`src/rtl/core_alu_issue.sv`:
```
// Issue/writeback stage in front of core_alu: an EX slot that feeds the ALU and
// a WB slot that offers the registered result to the register-file write port.
module core_alu_issue #(
  parameter int W    = 16,
  parameter int REGS = 16,
  localparam int RW  = $clog2(REGS)
) (
  input  logic          clk_i,
  input  logic          rst_i,
  input  logic          flush_i,
  input  logic          in_valid_i,
  output logic          in_ready_o,
  input  logic [2:0]    in_op_i,
  input  logic [RW-1:0] in_rd_i,
  input  logic [RW-1:0] in_rn_i,
  input  logic [RW-1:0] in_rm_i,
  input  logic          in_use_imm_i,
  input  logic [W-1:0]  in_imm_i,
  output logic [RW-1:0] rf_idx_a_o,
  output logic [RW-1:0] rf_idx_b_o,
  input  logic [W-1:0]  rf_data_a_i,
  input  logic [W-1:0]  rf_data_b_i,
  output logic [2:0]    alu_op_o,
  output logic [W-1:0]  alu_a_o,
  output logic [W-1:0]  alu_b_o,
  input  logic [W-1:0]  alu_q_i,
  output logic          wb_valid_o,
  input  logic          wb_ready_i,
  output logic [RW-1:0] wb_rd_o,
  output logic [W-1:0]  wb_data_o,
  output logic          illegal_o,
  output logic          busy_o
);

  localparam logic [2:0] ALU_ADD = 3'd0;
  localparam logic [2:0] ALU_SUB = 3'd1;
  localparam logic [2:0] ALU_AND = 3'd2;
  localparam logic [2:0] ALU_EOR = 3'd3;
  localparam logic [2:0] ALU_ORR = 3'd4;

  logic          ex_valid_q, ex_valid_d;
  logic [2:0]    ex_op_q, ex_op_d;
  logic [RW-1:0] ex_rd_q, ex_rd_d;
  logic [RW-1:0] ex_rn_q, ex_rn_d;
  logic [RW-1:0] ex_rm_q, ex_rm_d;
  logic          ex_use_imm_q, ex_use_imm_d;
  logic [W-1:0]  ex_imm_q, ex_imm_d;
  logic          wb_valid_q, wb_valid_d;
  logic [RW-1:0] wb_rd_q, wb_rd_d;
  logic [W-1:0]  wb_data_q, wb_data_d;
  logic          illegal_q, illegal_d;
  logic          busy_q, busy_d;

  logic adv, ex_retire, op_legal, accept;

  assign adv        = !wb_valid_q || wb_ready_i;
  assign in_ready_o = !rst_i && (!ex_valid_q || adv);

  always_comb begin
    ex_retire = ex_valid_q && adv && !flush_i;
    op_legal  = (ex_op_q == ALU_ADD) || (ex_op_q == ALU_SUB) || (ex_op_q == ALU_AND) ||
                (ex_op_q == ALU_EOR) || (ex_op_q == ALU_ORR);
    // An offer coinciding with a flush is dropped even if in_ready was high.
    accept    = in_valid_i && in_ready_o && !flush_i;

    ex_valid_d   = ex_valid_q;
    ex_op_d      = ex_op_q;
    ex_rd_d      = ex_rd_q;
    ex_rn_d      = ex_rn_q;
    ex_rm_d      = ex_rm_q;
    ex_use_imm_d = ex_use_imm_q;
    ex_imm_d     = ex_imm_q;
    wb_valid_d   = wb_valid_q;
    wb_rd_d      = wb_rd_q;
    wb_data_d    = wb_data_q;
    illegal_d    = ex_retire && !op_legal;

    if (flush_i) begin
      ex_valid_d = 1'b0;
    end else if (accept) begin
      ex_valid_d   = 1'b1;
      ex_op_d      = in_op_i;
      ex_rd_d      = in_rd_i;
      ex_rn_d      = in_rn_i;
      ex_rm_d      = in_rm_i;
      ex_use_imm_d = in_use_imm_i;
      ex_imm_d     = in_imm_i;
    end else if (ex_retire) begin
      ex_valid_d = 1'b0;
    end

    if (ex_retire && op_legal) begin
      wb_valid_d = 1'b1;
      wb_rd_d    = ex_rd_q;
      wb_data_d  = alu_q_i;
    end else if (wb_valid_q && wb_ready_i) begin
      wb_valid_d = 1'b0;
    end

    busy_d = ex_valid_d || wb_valid_d;
  end

  always_ff @(posedge clk_i) begin
    if (rst_i) begin
      ex_valid_q   <= 1'b0;
      ex_op_q      <= ALU_ADD;
      ex_rd_q      <= '0;
      ex_rn_q      <= '0;
      ex_rm_q      <= '0;
      ex_use_imm_q <= 1'b0;
      ex_imm_q     <= '0;
      wb_valid_q   <= 1'b0;
      wb_rd_q      <= '0;
      wb_data_q    <= '0;
      illegal_q    <= 1'b0;
      busy_q       <= 1'b0;
    end else begin
      ex_valid_q   <= ex_valid_d;
      ex_op_q      <= ex_op_d;
      ex_rd_q      <= ex_rd_d;
      ex_rn_q      <= ex_rn_d;
      ex_rm_q      <= ex_rm_d;
      ex_use_imm_q <= ex_use_imm_d;
      ex_imm_q     <= ex_imm_d;
      wb_valid_q   <= wb_valid_d;
      wb_rd_q      <= wb_rd_d;
      wb_data_q    <= wb_data_d;
      illegal_q    <= illegal_d;
      busy_q       <= busy_d;
    end
  end

  // WB result is forwarded into EX even while it is being written this cycle.
  always_comb begin
    rf_idx_a_o = ex_rn_q;
    rf_idx_b_o = ex_rm_q;
    alu_op_o   = ex_op_q;
    alu_a_o    = (wb_valid_q && (wb_rd_q == ex_rn_q)) ? wb_data_q : rf_data_a_i;
    if (ex_use_imm_q) begin
      alu_b_o = ex_imm_q;
    end else if (wb_valid_q && (wb_rd_q == ex_rm_q)) begin
      alu_b_o = wb_data_q;
    end else begin
      alu_b_o = rf_data_b_i;
    end
  end

  assign wb_valid_o = wb_valid_q;
  assign wb_rd_o    = wb_rd_q;
  assign wb_data_o  = wb_data_q;
  assign illegal_o  = illegal_q;
  assign busy_o     = busy_q;

endmodule

```
`config.mk`:
```
export PLATFORM = sky130hd
export DESIGN_NAME = core_alu_issue
export DESIGN_NICKNAME = d
export VERILOG_FILES = /design/src/rtl/core_alu_issue.sv
export SDC_FILE = /design/constraint.sdc
export NUM_CORES = 1
export LEC_CHECK = 0
export CELL_PAD_IN_SITES_DETAIL_PLACEMENT = 1
export CELL_PAD_IN_SITES_GLOBAL_PLACEMENT = 1
export CORE_MARGIN = 2
export CORE_UTILIZATION = 27
export CTS_CLUSTER_DIAMETER = 30
export DETAILED_ROUTE_END_ITERATION = 10
export PLACE_DENSITY_LB_ADDON = 0.1
export SYNTH_ARGS = -nofsm -noshare
export SYNTH_HDL_FRONTEND = slang
export SYNTH_SLANG_ARGS = --single-unit
export TNS_END_PERCENT = 20
```
`constraint.sdc`:
```
create_clock -name clk_i -period 2.4 [get_ports clk_i]
set_input_delay 0.48 -clock clk_i [delete_from_list [all_inputs] [get_ports clk_i]]
set_output_delay 0.48 -clock clk_i [all_outputs]
set_load 0.02 [all_outputs]
```
==> flow_summary_export.csv <==
group,metric,value,unit
cts,cts_tree,"done",
routing,vias,2936,
logic_synthesis,synthSimpleGateAreaFrac,24.7,%
hold_path,hp-class,"register to register",
logic_synthesis,syn-instance-count,326,
layout,fillers,1161,
sta,setup_ws,-0.0267,ns
layout,nNetsFinal,566,
logic_synthesis,syn_area,2780,um^2
layout,final_common_cell,"clkdlybuf4s50_1",
grt,grtUsageTotal,18.0,%
sta,max_slew_margin,65.1,%
status,status,"complete, but fails checks",
routing,ant_nets,0,
grt,grt_overflow_total,0,
logic_synthesis,synth-warning-count,0,
critical_path,worst-r2r-setup-slack,0.73,ns
sta,fin_crit,2.43,ns
layout,area_growth,70.6,%
critical_path,reg2reg_to,"wb_data_o[8]$_SDFFE_PP0P_",
logic_synthesis,synthMuxAreaShare,13.7,%
hold_path,min_to,"illegal_o$_SDFF_PP0_",
critical_path,required,1.92,ns
cts,root_buffer,"clkbuf_8",
sta,final.setup.tns,-0.189,ns
cts,postCtsHoldBufs,0,
cts,cts_buffer_depth,2,
grt,grt_antenna_before_repair,0,
sta,final-setup-viol-count,8,
routing,drt-initial-drc-count,146,
logic_synthesis,synthXorXnorAreaFrac,1.89,%
hold_path,min-delay-start,"ex_valid_q$_SDFF_PP0_",
layout,final_cell_mix,"clkdlybuf4s50_1 (118), dfxtp_1 (52), nor2_1 (38)",
cts,cts_sinks,56,
routing,first_pass_iters,4,
sta,worst_slew_pin_slew,0.518,ns
critical_path,startpoint_type,"register",
routing,wl,10500,um
grt,grt_pass1_wl,15900,um
logic_synthesis,synthTopCellsByArea,"dfxtp_1 (40%), nand2b_1 (7.9%), mux2i_1 (7.2%)",
critical_path,cp-end-kind,"output port",
die,io_pins,152,
placement,io_buffer_count,151,
routing,wire_per_inst,17.0,um
critical_path,r2r-start,"alu_op_o[0]$_SDFFE_PP0P_",
sta,fmax,0.412,GHz
sta,finalCritPeriodShare,101,%
logic_synthesis,ys_ff_latch,56,
placement,gp_congestion,0.769,
sta,hold_violations,0,
power,p_leak,1.88,nW
logic_synthesis,synth_compound_area_share,15.0,%
die,die_h,105,um
placement,dp_hpwl,7880,um
layout,antenna_cells,0,
logic_synthesis,syn_area_per_cell,8.52,um^2
sta,maxSlewViolCount,0,
critical_path,crit_type,"register to output port",
logic_synthesis,synth_top_family_by_area,"simple AND/OR/NAND/NOR gates",
cts,insertion_delay,0.31,ns
routing,vias_per_cell,4.75,
status,violations,"setup timing",
logic_synthesis,yosysTopAreaCellShare,40.4,%
layout,final_area,4740,um^2
die,core,10100,um^2
sta,fin_hold_ws,0.475,ns
die,start_util,27.4,%
power,ir_worst_vdd,0.201,mV
run,maxCapViolCount,0,
logic_synthesis,syn_nets,411,
layout,layout-drive-gt1-share,16.4,%
sta,finClkSkew,0.0102,ns
critical_path,critPathArrivalTime,1.95,ns
logic_synthesis,synth.distinct_cells,28,
die,die_w,105,um
placement,placed_area,4550,um^2
cts,cts_buffers,5,
power,cellPowerDensity,442,nW/um^2
placement,dp_worst_setup_slack,-0.0532,ns
critical_path,r2r_cells,5,
grt,grt_pass1_vias,2953,
grt,grt_max_degree,65,
critical_path,crit_path_max_fanout,8,
hold_path,hold_path_depth,2,
routing,drc,0,
cts,htreeDepth,2,
logic_synthesis,synthAdderAreaFrac,0,%
die,fp-row-count,37,
die,dieArea,11100,um^2
logic_synthesis,yosys.area.top_type,"dfxtp_1",
cts,clkTransAtPathRegs,0.11,ns
logic_synthesis,yosysSeqAreaShare,40.4,%
sta,rsz0062_at_grt,"true",
[cell families after synthesis]
| group | Yosys count |
|---|---|
| flops | 56 |
| mux | 36 |
| compound gates | 68 |
| buf+inv | 28 |
| xor+xnor | 6 |
| simple gates | 132 |
[where the power goes]
part	switching, mW	leakage (nW)	internal, mW
logic	0.251	1.37	0.303
registers	0.0300	0.459	0.964
clock network	0.311	0.0445	0.236
[area by class of cell]
type / count / area, um^2 / share of cell area [%]
sequential: 56 / 1130 / 23.9
multi-input combinational: 242 / 1600 / 33.8
tap: 136 / 170 / 3.59
timing repair buffer: 173 / 1730 / 36.5
inverter: 3 / 11.3 / 0.238
clock inverter: 1 / 7.51 / 0.159
clock buffer: 7 / 86.3 / 1.82
[stage by stage]
stage                     cells  utilization [%]  total power [mW]
after floorplan             326                -              1.25
after global placement      607             44.8              1.57
after detailed placement    607             44.8              1.58
after CTS                   617             45.4              2.10
after global routing        618             46.7              2.19
final                       618             46.7              2.10
[flip-flops by register name, indices dropped and copies added (netlist names)]
signal	cells
alu_op_o	3
busy_o	1
ex_imm_q	16
ex_rd_q	4
ex_use_imm_q	1
ex_valid_q	1
illegal_o	1
rf_idx_a_o	4
rf_idx_b_o	4
wb_data_o	16
wb_rd_o	4
wb_valid_o	1
[worst max-delay path: stages (launching register included)]
cell and delay, ns:
dfxtp_2 0.35, xor2_2 0.18, nor4_4 0.26, buf_4 0.17, buf_12 0.11, buf_16 0.13, mux2_4 0.31, buf_6 0.13
[cells in the mapped netlist]
| library cell | number |
|---|---|
| nor4b_4 | 1 |
| nand4b_1 | 1 |
| clkbuf_1 | 14 |
| and3b_1 | 1 |
| xor2_1 | 4 |
| o21ai_0 | 31 |
| a31oi_1 | 16 |
| and4_1 | 1 |
| nand2b_1 | 35 |
| nor4_4 | 1 |
| nor2_1 | 38 |
| nand4_1 | 17 |
| xnor2_1 | 2 |
| a21oi_1 | 1 |
| buf_2 | 8 |
| mux2i_1 | 20 |
| mux2_2 | 16 |
| o221a_2 | 1 |
| o221ai_1 | 1 |
| nand2_1 | 34 |
| or2_2 | 1 |
| nor4_1 | 1 |
| o31ai_1 | 18 |
| buf_6 | 1 |
| nor3_1 | 1 |
| inv_1 | 3 |
| buf_1 | 2 |
| dfxtp_1 | 56 |
[per-layer routing]
metal / track usage, % / vias up / share of wire [%]
li1: - / 1458 / -
met1: 22.9 / 1371 / 44
met2: 31.4 / 103 / 48
met3: 4.08 / 4 / 6.7
met4: 3.05 / 0 / 0.61
met5: 0 / - / 0
[repair_timing]
item	in CTS	in global routing
pin swaps	0	1
resized for setup	92	55
gates cloned	1	0
buffers inserted	1	2
endpoints found under the setup margin	32	32
endpoints found under the hold margin	0	0
[worst max-delay path by stage]
stage                             from          end
2_1_floorplan  wb_rd_o[1]$_SDFFE_PP0P_   alu_b_o[0]
3_3_place_gp   wb_rd_o[3]$_SDFFE_PP0P_   alu_a_o[7]
3_5_place_dp   wb_rd_o[3]$_SDFFE_PP0P_   alu_a_o[8]
4_1_cts        wb_rd_o[1]$_SDFFE_PP0P_   alu_a_o[3]
5_1_grt        wb_rd_o[2]$_SDFFE_PP0P_   alu_a_o[3]
6_report       wb_rd_o[2]$_SDFFE_PP0P_  alu_a_o[11]
(Power assumes the default switching activity.)
